<file path="config.mk">
export PLATFORM = sky130hd
export DESIGN_NAME = pipelined_cla_adder
export DESIGN_NICKNAME = d
export VERILOG_FILES = /design/src/rtl/pipelined_cla_adder_pkg.sv /design/src/rtl/cla_group_adder.sv /design/src/rtl/pipelined_cla_adder.sv
export SDC_FILE = /design/constraint.sdc
export NUM_CORES = 1
export LEC_CHECK = 0
export CORE_UTILIZATION = 62
export CTS_BUF_LIST = sky130_fd_sc_hd__clkbuf_4 sky130_fd_sc_hd__clkbuf_8 sky130_fd_sc_hd__clkbuf_16
export DETAILED_ROUTE_END_ITERATION = 8
export GPL_TIMING_DRIVEN = 0
export PLACE_DENSITY_LB_ADDON = 0.12
export SLEW_MARGIN = 20
export SYNTH_ARGS = -nofsm -noshare
export SYNTH_HDL_FRONTEND = slang
export SYNTH_HIERARCHICAL = 1
export SYNTH_SLANG_ARGS = --single-unit
</file>
<file path="constraint.sdc">
create_clock -name clk -period 7.7 [get_ports clk]
set_input_delay 1.54 -clock clk [delete_from_list [all_inputs] [get_ports clk]]
set_output_delay 1.54 -clock clk [all_outputs]
set_load 0.05 [all_outputs]
</file>
<file path="src/rtl/pipelined_cla_adder_pkg.sv">
// Shared constants for the pipelined carry-look-ahead adder: the legal slice-width
// check, the add/subtract opcode encoding and the pipeline-depth derivation.
`ifndef PIPELINED_CLA_ADDER_PKG_SV
`define PIPELINED_CLA_ADDER_PKG_SV

`define CLA_GROUP_LEGAL(g) (((g) == 4) || ((g) == 8) || ((g) == 16))

package pipelined_cla_adder_pkg;

  localparam logic OP_ADD = 1'b0;
  localparam logic OP_SUB = 1'b1;

  function automatic int calc_num_groups(input int width, input int group);
    return width / group;
  endfunction

endpackage

`endif

</file>
<file path="src/rtl/cla_group_adder.sv">
// Combinational GROUP-bit carry-look-ahead slice with group propagate/generate outputs.
module cla_group_adder #(
  parameter int GROUP = 8
) (
  input  logic [GROUP-1:0] a,
  input  logic [GROUP-1:0] b,
  input  logic             cin,
  output logic [GROUP-1:0] sum,
  output logic             cout,
  output logic             p,
  output logic             g
);

  logic [GROUP-1:0] prop;
  logic [GROUP-1:0] gen;
  logic [GROUP-1:0] carry;

  assign prop = a ^ b;
  assign gen  = a & b;

  // NOTE: combinational logic uses blocking assignments, and every output gets a
  // default first so no path through the loop can leave a latch behind.
  always_comb begin
    carry    = '0;
    carry[0] = cin;
    p        = 1'b1;
    g        = 1'b0;
    for (int i = 0; i < GROUP; i++) begin
      if (i > 0) carry[i] = gen[i-1] | (prop[i-1] & carry[i-1]);
      g = gen[i] | (prop[i] & g);
      p = p & prop[i];
    end
  end

  assign sum  = prop ^ carry;
  assign cout = g | (p & cin);

endmodule

</file>
<file path="src/rtl/pipelined_cla_adder.sv">
// Pipelined add/subtract: one look-ahead slice per stage, carry registered between
// stages, valid/ready on both sides. Define ADDER_FLAGS_EN for out_ovf/out_zero.
module pipelined_cla_adder
  import pipelined_cla_adder_pkg::*;
#(
  parameter int WIDTH = 32,
  parameter int GROUP = 8
) (
  input  logic             clk,
  input  logic             rst_n,
  input  logic             in_valid,
  output logic             in_ready,
  input  logic [WIDTH-1:0] in_a,
  input  logic [WIDTH-1:0] in_b,
  input  logic             in_sub,
  output logic             out_valid,
  input  logic             out_ready,
  output logic [WIDTH-1:0] out_sum,
  output logic             out_cout
`ifdef ADDER_FLAGS_EN
  ,
  output logic             out_ovf,
  output logic             out_zero
`endif
);

  localparam int NUM_GROUPS = calc_num_groups(WIDTH, GROUP);

  if (!`CLA_GROUP_LEGAL(GROUP) || (WIDTH % GROUP) != 0) begin : g_bad_cfg
    $error("pipelined_cla_adder: illegal GROUP/WIDTH combination");
  end

  logic [NUM_GROUPS-1:0] st_valid;
  logic [NUM_GROUPS-1:0] adv;
  logic [NUM_GROUPS-1:0] st_carry;
  logic [WIDTH-1:0]      st_a    [NUM_GROUPS];
  logic [WIDTH-1:0]      st_b    [NUM_GROUPS];
  logic [WIDTH-1:0]      st_sum  [NUM_GROUPS];
  logic [WIDTH-1:0]      nxt_sum [NUM_GROUPS];
  logic [GROUP-1:0]      grp_sum [NUM_GROUPS];
  logic [NUM_GROUPS-1:0] grp_cout;
  logic [NUM_GROUPS-1:0] grp_p;
  logic [NUM_GROUPS-1:0] grp_g;
  logic                  accept;
  logic                  drain;
`ifdef ADDER_FLAGS_EN
  logic [NUM_GROUPS-1:0] st_zero;
  logic                  msb_cin;
`endif

  for (genvar k = 0; k < NUM_GROUPS; k++) begin : g_stage
    cla_group_adder #(.GROUP(GROUP)) u_slice (
      .a    (st_a[k][k*GROUP +: GROUP]),
      .b    (st_b[k][k*GROUP +: GROUP]),
      .cin  (st_carry[k]),
      .sum  (grp_sum[k]),
      .cout (grp_cout[k]),
      .p    (grp_p[k]),
      .g    (grp_g[k])
    );
  end

  // Advance decisions ripple back from the output register so a draining pipe
  // accepts a new operation in the same cycle without a bubble.
  assign drain = !out_valid || out_ready;

  always_comb begin
    adv = '0;
    adv[NUM_GROUPS-1] = st_valid[NUM_GROUPS-1] & drain;
    for (int k = NUM_GROUPS - 2; k >= 0; k--) begin
      adv[k] = st_valid[k] & (!st_valid[k+1] | adv[k+1]);
    end
  end

  always_comb begin
    for (int k = 0; k < NUM_GROUPS; k++) begin
      nxt_sum[k] = st_sum[k];
      nxt_sum[k][k*GROUP +: GROUP] = grp_sum[k];
    end
  end

  assign in_ready = !st_valid[0] || adv[0];
  assign accept   = in_valid && in_ready;

`ifdef ADDER_FLAGS_EN
  assign msb_cin = st_a[NUM_GROUPS-1][WIDTH-1] ^ st_b[NUM_GROUPS-1][WIDTH-1]
                 ^ grp_sum[NUM_GROUPS-1][GROUP-1];
`endif

  always_ff @(posedge clk or negedge rst_n) begin
    if (!rst_n) begin
      // NOTE: the per-stage data arrays are cleared too, not just the valid bits,
      // so every register reads zero straight out of reset.
      st_valid  <= '0;
      st_carry  <= '0;
      for (int k = 0; k < NUM_GROUPS; k++) begin
        st_a[k]   <= '0;
        st_b[k]   <= '0;
        st_sum[k] <= '0;
      end
      out_valid <= 1'b0;
      out_sum   <= '0;
      out_cout  <= 1'b0;
`ifdef ADDER_FLAGS_EN
      st_zero   <= '0;
      out_ovf   <= 1'b0;
      out_zero  <= 1'b0;
`endif
    end else begin
      st_valid[0] <= accept | (st_valid[0] & ~adv[0]);
      if (accept) begin
        st_a[0]     <= in_a;
        st_b[0]     <= in_b ^ {WIDTH{in_sub == OP_SUB}};
        st_carry[0] <= (in_sub == OP_SUB);
        st_sum[0]   <= '0;
`ifdef ADDER_FLAGS_EN
        st_zero[0]  <= 1'b1;
`endif
      end

      for (int k = 1; k < NUM_GROUPS; k++) begin
        st_valid[k] <= adv[k-1] | (st_valid[k] & ~adv[k]);
        if (adv[k-1]) begin
          st_a[k]     <= st_a[k-1];
          st_b[k]     <= st_b[k-1];
          st_sum[k]   <= nxt_sum[k-1];
          st_carry[k] <= grp_cout[k-1];
`ifdef ADDER_FLAGS_EN
          st_zero[k]  <= st_zero[k-1] & (grp_sum[k-1] == '0);
`endif
        end
      end

      out_valid <= adv[NUM_GROUPS-1] | (out_valid & ~out_ready);
      if (adv[NUM_GROUPS-1]) begin
        out_sum  <= nxt_sum[NUM_GROUPS-1];
        out_cout <= grp_cout[NUM_GROUPS-1];
`ifdef ADDER_FLAGS_EN
        out_ovf  <= msb_cin ^ grp_cout[NUM_GROUPS-1];
        out_zero <= st_zero[NUM_GROUPS-1] & (grp_sum[NUM_GROUPS-1] == '0);
`endif
      end
    end
  end

endmodule
</file>
==> results.txt, run 1 <==
* Outcome: finished clean
- In this run, post-CTS hold repair placed 0 buffers.
- The max-slew violation count is 0.
* Die width: 135.0 um
* Crit path arrival time: 3.24 ns
- Die outline area: 18210 sq um
- The first global-routing pass estimated 34380 um of wire.
- Largest vdd supply drop: 239.9 uV
- Measured on the finished design, the core utilization comes to 75.96%.
- The number of antenna violations at the first check in global routing is 0.
* Starting DRT DRC Count: 201
* H-tree lvl count: 1
- In this run the remaining antenna-violating nets after routing total 0.
* Synthesized Nets: 834
- Vias in the first global route: 6702
* Cells after Synth: 705
* CTS Sinks: 250
- Via count: 5945
* Clock skew: 0.01215 ns
- Total power for the finished layout comes to 5.254 mW.
* Period Utilization, post-route: 62.05%
- Post-DP HPWL: 14580 um
* Synth warnings: 6
- Maximum number of buffers from clock root to sink: 3
* Number of placed I/O pins: 104
* Detail-routed via count per cell: 5.535
* Cells after DPL: 1034
- Averaged over all synthesized cells, the footprint is 15.55 sq um.
- Number of instances resized during post-cts repair: 0
- The mapped netlist covers 10960 sq um.
- STA puts the critical path data required time at 6.16 ns.
- Counting the fill cells in the layout gives 1025.
- For this run the aggregate overflow at the end of global routing stands at 0.
- Setup violations remaining at the end of the flow were counted as 0.
- The post-route netlist has 28.03% of its cells at a drive strength greater than 1.
* Post-route insts no fill: 1074
- Leading cell types in the layout, fill and taps excluded: sky130_fd_sc_hd__dfrtp_1, sky130_fd_sc_hd__mux2_2, sky130_fd_sc_hd__clkdlybuf4s50_1
* Worst Max-Slew Pin Slew: 0.5465 ns
* Standard cell area after detailed placement: 12320 sq um
* Setup repair after global routing missed its margin: false
* Highest attainable clock frequency: 209.3 MHz
* Largest net degree at the start of global routing: 106
- TritonCTS built the clock tree.
- The first TritonRoute pass finished after 4 iterations.
- The initialized floorplan defines 48 standard-cell rows.
- Area growth from synthesis to final layout: 19.89%
* CTS root buf: sky130_fd_sc_hd__clkbuf_16
- Most common library cell in the layout ignoring fill and taps: sky130_fd_sc_hd__dfrtp_1
* Clock Pin Slew Worst Setup and Hold Paths: 0.06 ns
- The number of clock buffers added by TritonCTS is 25.
- The worst setup path is launched from a primary input.
* Starting Density: 63.36%
- # diodes: 0
* Die height: 135.0 um
* Number of violations of the max-capacitance limit: 0
* Routed wire length: 20700 um
- The critical path is of the in2out type.
- Endpoint kind of the worst setup timing path: output port
* Worst relative slew slack: 63.46%
- Leakage power of the design: 5.715 nW
* Buffer count from post-CTS setup fixing: 0
- The hold violation count in the final report was 0.
- Post-layout min period: 4.778 ns
- Clock Latency Late Sink: 0.52 ns
* Peak fanout along the critical path: 3
- The floorplan step defined a core boundary enclosing 17300 sq um.
- Global placer's final weighted congestion: 0.8240
* Type of the tightest min-delay check: reg2reg
* Areal power density over the cells: 399.9 nW/um^2
* DRC violations left: 0
- Global routing used 24.61% of the available tracks.
* Count of input and output buffers: 102
- Total non-filler cell area in the finished layout: 13140 sq um
- Total number of nets in the final design: 965
* WL/cell: 19.27 um
registers in the layout, indices dropped and copies added, names as in the netlist:
signal / flops
st_valid: 4
out_valid: 1
st_b: 80
out_cout: 1
st_a: 80
out_sum: 32
nxt_sum: 48
st_carry: 4
final timing paths:
kind | start | endpoint | slack (ns) | cells past startpoint
hold / removal | st_a[123] | st_a[91] | 0.48 | 1
setup / recovery | out_ready | in_ready | 2.92 | 4
hold reg to reg | st_a[123] | st_a[91] | 0.48 | 1
setup reg to reg | st_a[24] | out_sum[31] | 4.04 | 11
min in group asynchronous | rst_n | out_sum[27] | 0.96 | 1
max in group asynchronous | rst_n | st_b[108] | 5.88 | 2
per-layer routing:
layer  GRT usage (%)  wire, um  vias up
li1                -         -     2721
met1           31.84      8838     3085
met2           43.27     10660      116
met3           3.754       886       23
met4           6.866       312        0
met5               0         0        -
metrics by stage:
step           hold slack (ns)  setup TNS [ns]  setup slack, ns
6_report                0.4785               0            2.922
5_1_grt                 0.5026               0            2.876
4_1_cts                 0.4829               0            2.910
3_5_place_dp            0.4708               0            2.924
3_3_place_gp            0.4644        -1199.10           -4.813
2_1_floorplan           0.4522               0            3.962
critical path, cell delays in order:
cell and delay (ns):
sky130_fd_sc_hd__clkdlybuf4s50_1 0.49, sky130_fd_sc_hd__and4b_1 0.23, sky130_fd_sc_hd__nand3_1 0.15, sky130_fd_sc_hd__clkdlybuf4s50_1 0.83
cell type report:
type / count / area [sq um] / area share [%]
flip-flops and latches: 250 / 6256 / 47.61
multi-input cells: 402 / 4428 / 33.70
repair buffers: 104 / 1081 / 8.228
clock buffers: 34 / 737.0 / 5.609
well taps: 225 / 281.5 / 2.143
plain buffers: 29 / 185.2 / 1.409
inverters: 24 / 90.09 / 0.6856
clock inverters: 6 / 80.08 / 0.6095
report_power, final:
group | leakage (nW) | internal (mW) | switching (mW) | total (mW)
registers | 2.92 | 1.81 | 0.334 | 2.15
logic | 2.39 | 0.942 | 0.961 | 1.90
clock network | 0.412 | 0.728 | 0.475 | 1.20
total | 5.72 | 3.48 | 1.77 | 5.25
No activity file was read; power rests on OpenSTA's default activity.
==> run 2, diff against run 1 <==
--- a/config.mk
+++ b/config.mk
@@ -5,7 +5,7 @@
 export SDC_FILE = /design/constraint.sdc
 export NUM_CORES = 1
 export LEC_CHECK = 0
-export CORE_UTILIZATION = 62
+export CORE_UTILIZATION = 57
 export CTS_BUF_LIST = sky130_fd_sc_hd__clkbuf_4 sky130_fd_sc_hd__clkbuf_8 sky130_fd_sc_hd__clkbuf_16
 export DETAILED_ROUTE_END_ITERATION = 8
 export GPL_TIMING_DRIVEN = 0
==> constraint.sdc (replaced) <==
create_clock -name clk -period 4.7 [get_ports clk]
set_input_delay 0.94 -clock clk [delete_from_list [all_inputs] [get_ports clk]]
set_output_delay 0.94 -clock clk [all_outputs]
set_load 0.05 [all_outputs]
==> run 2 against run 1 <==
Worst hold slack worse by 0.12 ns. Via count down 0.79%. Register-to-register slack worse by 3.0 ns. Cell count up 1.3%. Clock power up 64%. Combinational power up 60%. First-iteration DRC count down 29%. Global-route usage down 3.5 points. Utilization down 5.8 points. Critical endpoint is now nxt_sum[71]. Largest cell class unchanged. Largest power group unchanged.
==> results.txt, run 2 (same netlist as run 1, synthesis figures left out) <==
* TritonCTS clock tree: built
- Die width: 140.7 um (+4.2%)
- Counting I/O delays and the setup requirement, the final critical path takes 3.668 ns.
* Cell repeated most along the worst path: sky130_fd_sc_hd__fa_1
* First-pass GRT wire length: 32670 um (-5.0%)
- The worst hold path belongs to the class in2async.
- Static timing analysis puts the maximum clock frequency at 272.7 MHz.
* Cts bufs inserted: 25 (unchanged)
* Detail-routed via count per cell: 5.421 (-2.1%)
- Aggregate global routing overflow: 0 (unchanged)
- The register-to-register setup slack is 1.03 ns (-3.01 ns).
- The number of buffers inserted by post-CTS setup repair came to 0 (unchanged).
* Leading cell types in the layout, fill and taps excluded: sky130_fd_sc_hd__dfrtp_1, sky130_fd_sc_hd__mux2_2, sky130_fd_sc_hd__clkdlybuf4s50_1
- The worst setup path is captured at a flop.
- Crit path max-delay family: adder cells
- The first-pass iteration count of the detailed router was 4 (unchanged).
- The post-layout instance count excluding filler cells was 1088 (+1.3%).
- The cell count after placement was 1043 (+0.87%).
- Largest vdd supply drop: 332.8 uV (+39%)
* Cts-stage hold buffer count: 0 (unchanged)
- Total number of nets in the final design: 965 (unchanged)
- Setup repair after global routing missed its margin: false
- Clock skew: 0.007555 ns (-0.004594 ns)
- Period Utilization, post-route: 78.03%
- The insertion delay to the later sink of the worst-skew pair is 0.51 ns (about the same).
- The vertical extent of the die is 140.7 um (+4.2%).
- The transition time at the pin with the least slew margin was 0.5626 ns (+0.01616 ns).
- The initial core utilization came to 58.39% (-5.0 points).
* Setup crit start kind: flop
- The max-slew violation count came to 0 (unchanged).
- The last weighted congestion value of the routability-driven placer came to 0.8218 (-0.27%).
- The iteration-0 DRC count of the detailed router was 142 (-29%).
- Post-DP HPWL: 14040 um (-3.7%)
* Placeable core area: 18770 sq um (+8.5%)
* Number of violations of the max-capacitance limit: 0 (unchanged)
- Vias in the first global route: 6439 (-3.9%)
* Number of placed I/O pins: 104 (unchanged)
- The maximum level of the CTS H-tree was 1 (unchanged).
- CTS Sinks: 250 (unchanged)
- Maximum number of buffers from clock root to sink: 3 (unchanged)
* Crit path arrival time: 4.06 ns (+0.82 ns)
* Peak fanout along the critical path: 3 (unchanged)
* Pre-CTS setup slack: 1.015 ns (-1.909 ns)
- The count of antenna-violating nets left after detailed routing came to 0 (unchanged).
- WL/cell: 17.92 um (-7.0%)
- Clock Pin Slew Worst Setup and Hold Paths: 0.06 ns (about the same)
- Category of the most critical setup path: reg2reg
- Total non-filler cell area in the finished layout: 13170 sq um (+0.22%)
- Setup total negative slack: 0 ns (unchanged)
* Final count of negative-setup-slack endpoints: 0 (unchanged)
* Most common library cell in the layout ignoring fill and taps: sky130_fd_sc_hd__dfrtp_1
- Initial antenna violation count: 0 (unchanged)
* Worst relative slew slack: 62.24% (-1.2 points)
- The final routed DRC violation total is 0 (unchanged).
- The count of port buffers added during placement was 102 (unchanged).
- Critical path cell sequence: inv_1 > fa_1 > inv_1 > fa_1 > fa_1 > fa_1 > fa_1 > fa_1 > fa_1 > xor2_1 > mux2_2
- Areal power density over the cells: 645.7 nW/um^2 (+61%)
* Largest net degree at the start of global routing: 101 (-4.7%)
* Via count: 5898 (-0.79%)
- Area growth from synthesis to final layout: 20.15%
- Number of instances resized during post-cts repair: 0 (unchanged)
* Die outline area: 19790 sq um (+8.6%)
* Count of endpoints failing hold in the final timing report: 0 (unchanged)
* # diodes: 0 (unchanged)
- Clock tree synthesis selected as its root buffer the cell sky130_fd_sc_hd__clkbuf_16.
- Standard cell area after detailed placement: 12330 sq um (about the same)
* CP Buf/Inv Count: 2 (unchanged)
- The final routed wirelength across all metal layers came to 19500 um (-5.8%).
* Leakage power of the design: 5.730 nW (+0.25%)
- Share of cells above drive strength 1: 28.45% (+0.42 points)
- Outcome: finished clean
- The overall fraction of global-route tracks in use was 21.14% (-3.5 points).
- Site Rows: 50 (+4.2%)
- The setup slack after layout came to 1.032 ns (-1.890 ns).
- The required time of the worst setup path came to 5.10 ns (-1.06 ns).
- The critical path's largest stage delay was 0.42 ns (-0.41 ns).
- On the critical path, the stage with the largest delay is an instance of sky130_fd_sc_hd__fa_1.
==> run 2: metal layers <==
metal	track usage (%)	wire (um)	vias to the layer above
li1	-	-	2736
met1	29.32	8933	3040
met2	35.77	9604	94
met3	2.548	632	28
met4	5.435	330	0
met5	0	0	-
==> run 2: per-stage QoR <==
stage               hold WS [ns]  power (mW)  utilization, %
floorplan                 0.4522       5.603               -
global placement          0.4645       6.460           65.39
detailed placement        0.4729       6.608           65.71
CTS                       0.3648       8.619           70.16
global route              0.3935       9.066           70.16
finish                    0.3623       8.503           70.16
==> run 2: worst reg2reg max path, stage by stage, from the launching register on <==
cell and delay [ns]:
sky130_fd_sc_hd__dfrtp_1 0.40, sky130_fd_sc_hd__inv_1 0.09, sky130_fd_sc_hd__fa_1 0.17, sky130_fd_sc_hd__inv_1 0.05, sky130_fd_sc_hd__fa_1 0.38, sky130_fd_sc_hd__fa_1 0.40, sky130_fd_sc_hd__fa_1 0.41, sky130_fd_sc_hd__fa_1 0.42
sky130_fd_sc_hd__fa_1 0.42, sky130_fd_sc_hd__fa_1 0.39, sky130_fd_sc_hd__xor2_1 0.18, sky130_fd_sc_hd__mux2_2 0.26
==> run 2: worst paths after layout <==
kind / start / endpoint / cells past startpoint
worst max register to register: st_b[96] / nxt_sum[71] / 11
max in group asynchronous: rst_n / st_a[79] / 2
worst max-delay path: st_b[96] / nxt_sum[71] / 11
worst min register to register: st_a[122] / st_a[122] / 1
worst min-delay path: rst_n / out_sum[25] / 1
min in group clk: st_a[122] / st_a[122] / 1
==> run 2: cell type report <==
| class | instances | area [sq um] |
|---|---|---|
| clock inverters | 4 | 45.04 |
| repair buffers | 104 | 1081 |
| flip-flops and latches | 250 | 6256 |
| multi-input cells | 402 | 4428 |
| well taps | 234 | 292.8 |
| clock buffers | 41 | 789.5 |
| fillers | 1254 | 5600 |
| plain buffers | 29 | 185.2 |
| inverters | 24 | 90.09 |
==> run 2: where the power goes <==
group / leakage [nW] / switching, mW / internal, mW
logic: 2.39 / 1.51 / 1.52
registers: 2.92 / 0.524 / 2.97
clock network: 0.426 / 0.774 / 1.20
total: 5.73 / 2.81 / 5.69
==> RTL edit, RTL diff (config.mk and constraints of run 1) <==
The parameter `WIDTH` goes from 32 to 64.
--- a/src/rtl/pipelined_cla_adder.sv
+++ b/src/rtl/pipelined_cla_adder.sv
@@ -3,7 +3,7 @@
 module pipelined_cla_adder
   import pipelined_cla_adder_pkg::*;
 #(
-  parameter int WIDTH = 32,
+  parameter int WIDTH = 64,
   parameter int GROUP = 8
 ) (
   input  logic             clk,
Ports: changed (resized in_a, in_b and out_sum); port bits go from 104 to 200. The function was not compared with the original's and may differ.
==> RTL edit against run 1 <==
Total power increased to 3.5 times the old value; count of clock-buffer cells in the layout increased by 96; setup slack got worse by 0.16 ns; area after synthesis increased to 3.3 times the old value; sequential cell count increased by 632; non-clock buffer count increased by 170; sequential power increased to 3.6 times the old value; utilization decreased by 2.5 points; wire length increased to 3.3 times the old value; design area increased to 3.2 times the old value; highest routed layer is now met5.
==> RTL edit: results (changes against run 1) <==
- Syn_nets: 2461 (+200%)
- All-Layer GR Usage: 24.3% (-0.34 points)
- Dpl hpwl: 47900 µm (+230%)
- Lkg Pwr: 18.3 nW (+220%)
- Yosys synthesis warning count: 6 (unchanged)
- Total wire length: 68300 µm (+230%)
- Floorplan row count: 88 (+83%)
- Max stage delay on crit path: 0.75 ns (-0.08 ns)
- Critical path arrival: 3.40 ns (+0.16 ns)
- Min-delay src: st_a[486]
- Initial Util: 62.6% (-0.71 points)
- IO Port Bufs: 198 (+94%)
- Final setup skew: 0.0167 ns (+0.00456 ns)
- H-tree levels: 3 (+2)
- Placement Setup Slack: 2.77 ns (-0.151 ns)
- First-pass GRT wire length: 112000 µm (+230%)
- Worst-case clock buffer depth: 3 (unchanged)
- Switching share of total power: 31.2% (-2.5 points)
- Post-CTS setup buffers: 0 (unchanged)
- CTS buffer count: 87 (+250%)
- Worst-path clk slew: 0.06 ns (about the same)
- CP Max Fanout: 5 (+2)
- Largest net degree at the start of global routing: 151 (+42%)
- Root Buffer: clkbuf_16
- Clock Latency Late Sink: 0.62 ns (+0.10 ns)
- Relative slew margins: 24.4% (-39 points)
- Post-CTS Resized: 0 (unchanged)
- DR vias: 18.6k (+210%)
- Outcome: finished clean
- Reg2reg start: st_carry[5]
- DP Area: 0.0392 mm² (+220%)
- DRT iter0 DRCs: 876 (+340%)
- CP top delay family: buffers and inverters
- Maximum VDD drop: 0.307 mV (+28%)
- Final GP Congestion: 0.833 (+1.0%)
- Vias in the first global route: 20.5k (+210%)
- Crit-path slowest cell: clkdlybuf4s50_1
- Worst setup path startpoint: out_ready
- Layout cell share with drive strength beyond 1: 35.9% (+7.8 points)
- Hold Crit Class: reg -> reg
- Initial antenna violation count: 5 (+5)
- DRT Pass-1 Iters: 6 (+2)
- Final Net Count: 2754 (+190%)
RTL edit: cell count changes in the layout (fill, tap and decap cells not counted), sizes merged, moves of 10 or more:
cell,before,now
ha,32,64
buf,31,98
clkdlybuf4s50,101,197
mux2,245,873
nand4,5,15
fa,28,56
clkbuf,35,138
dfrtp,250,882
xor2,36,72
o21ai,9,20
inv,24,47
RTL edit: final timing paths:
| kind | end | slack (ns) | cells after the start |
|---|---|---|---|
| setup reg to reg | nxt_sum[111] | 4.02 | 11 |
| hold / removal | st_a[422] | 0.47 | 1 |
| setup / recovery | in_ready | 2.76 | 5 |
| max in group asynchronous | st_b[490] | 4.02 | 5 |
| hold reg to reg | st_a[422] | 0.47 | 1 |
| min in group asynchronous | st_a[507] | 0.87 | 1 |
RTL edit: cell type report:
class / count / area [µm²]
sequential: 882 / 22100
fill: 3523 / 15300
multi-input combinational: 1183 / 13200
clock buffer: 130 / 2690
timing repair buffer: 204 / 2160
tap: 765 / 957
buffer: 99 / 627
clock inverter: 27 / 422
inverter: 44 / 165
antenna: 2 / 5.00
RTL edit: metrics by stage:
stage / util, % / std cells
after floorplan: - / 2208
after global routing: 73.5 / 3336
after detailed placement: 68.1 / 3177
final: 73.5 / 3336
after global placement: 67.8 / 3171
after CTS: 73.5 / 3334
RTL edit: power groups by stage:
stage	registers [W]	logic, W	clock network, W
finish	0.00780	0.00582	0.00451
global route	0.00805	0.00636	0.00480
CTS	0.00783	0.00590	0.00459
detailed placement	0.00789	0.00583	0
global placement	0.00785	0.00555	0
floorplan	0.00800	0.00377	0
RTL edit: metal layers:
metal	global-route usage, %	part of all wire (%)
met3	3.46	3.7
met4	8.45	2.8
met5	0	0.012
met2	40.9	51
met1	32.4	43
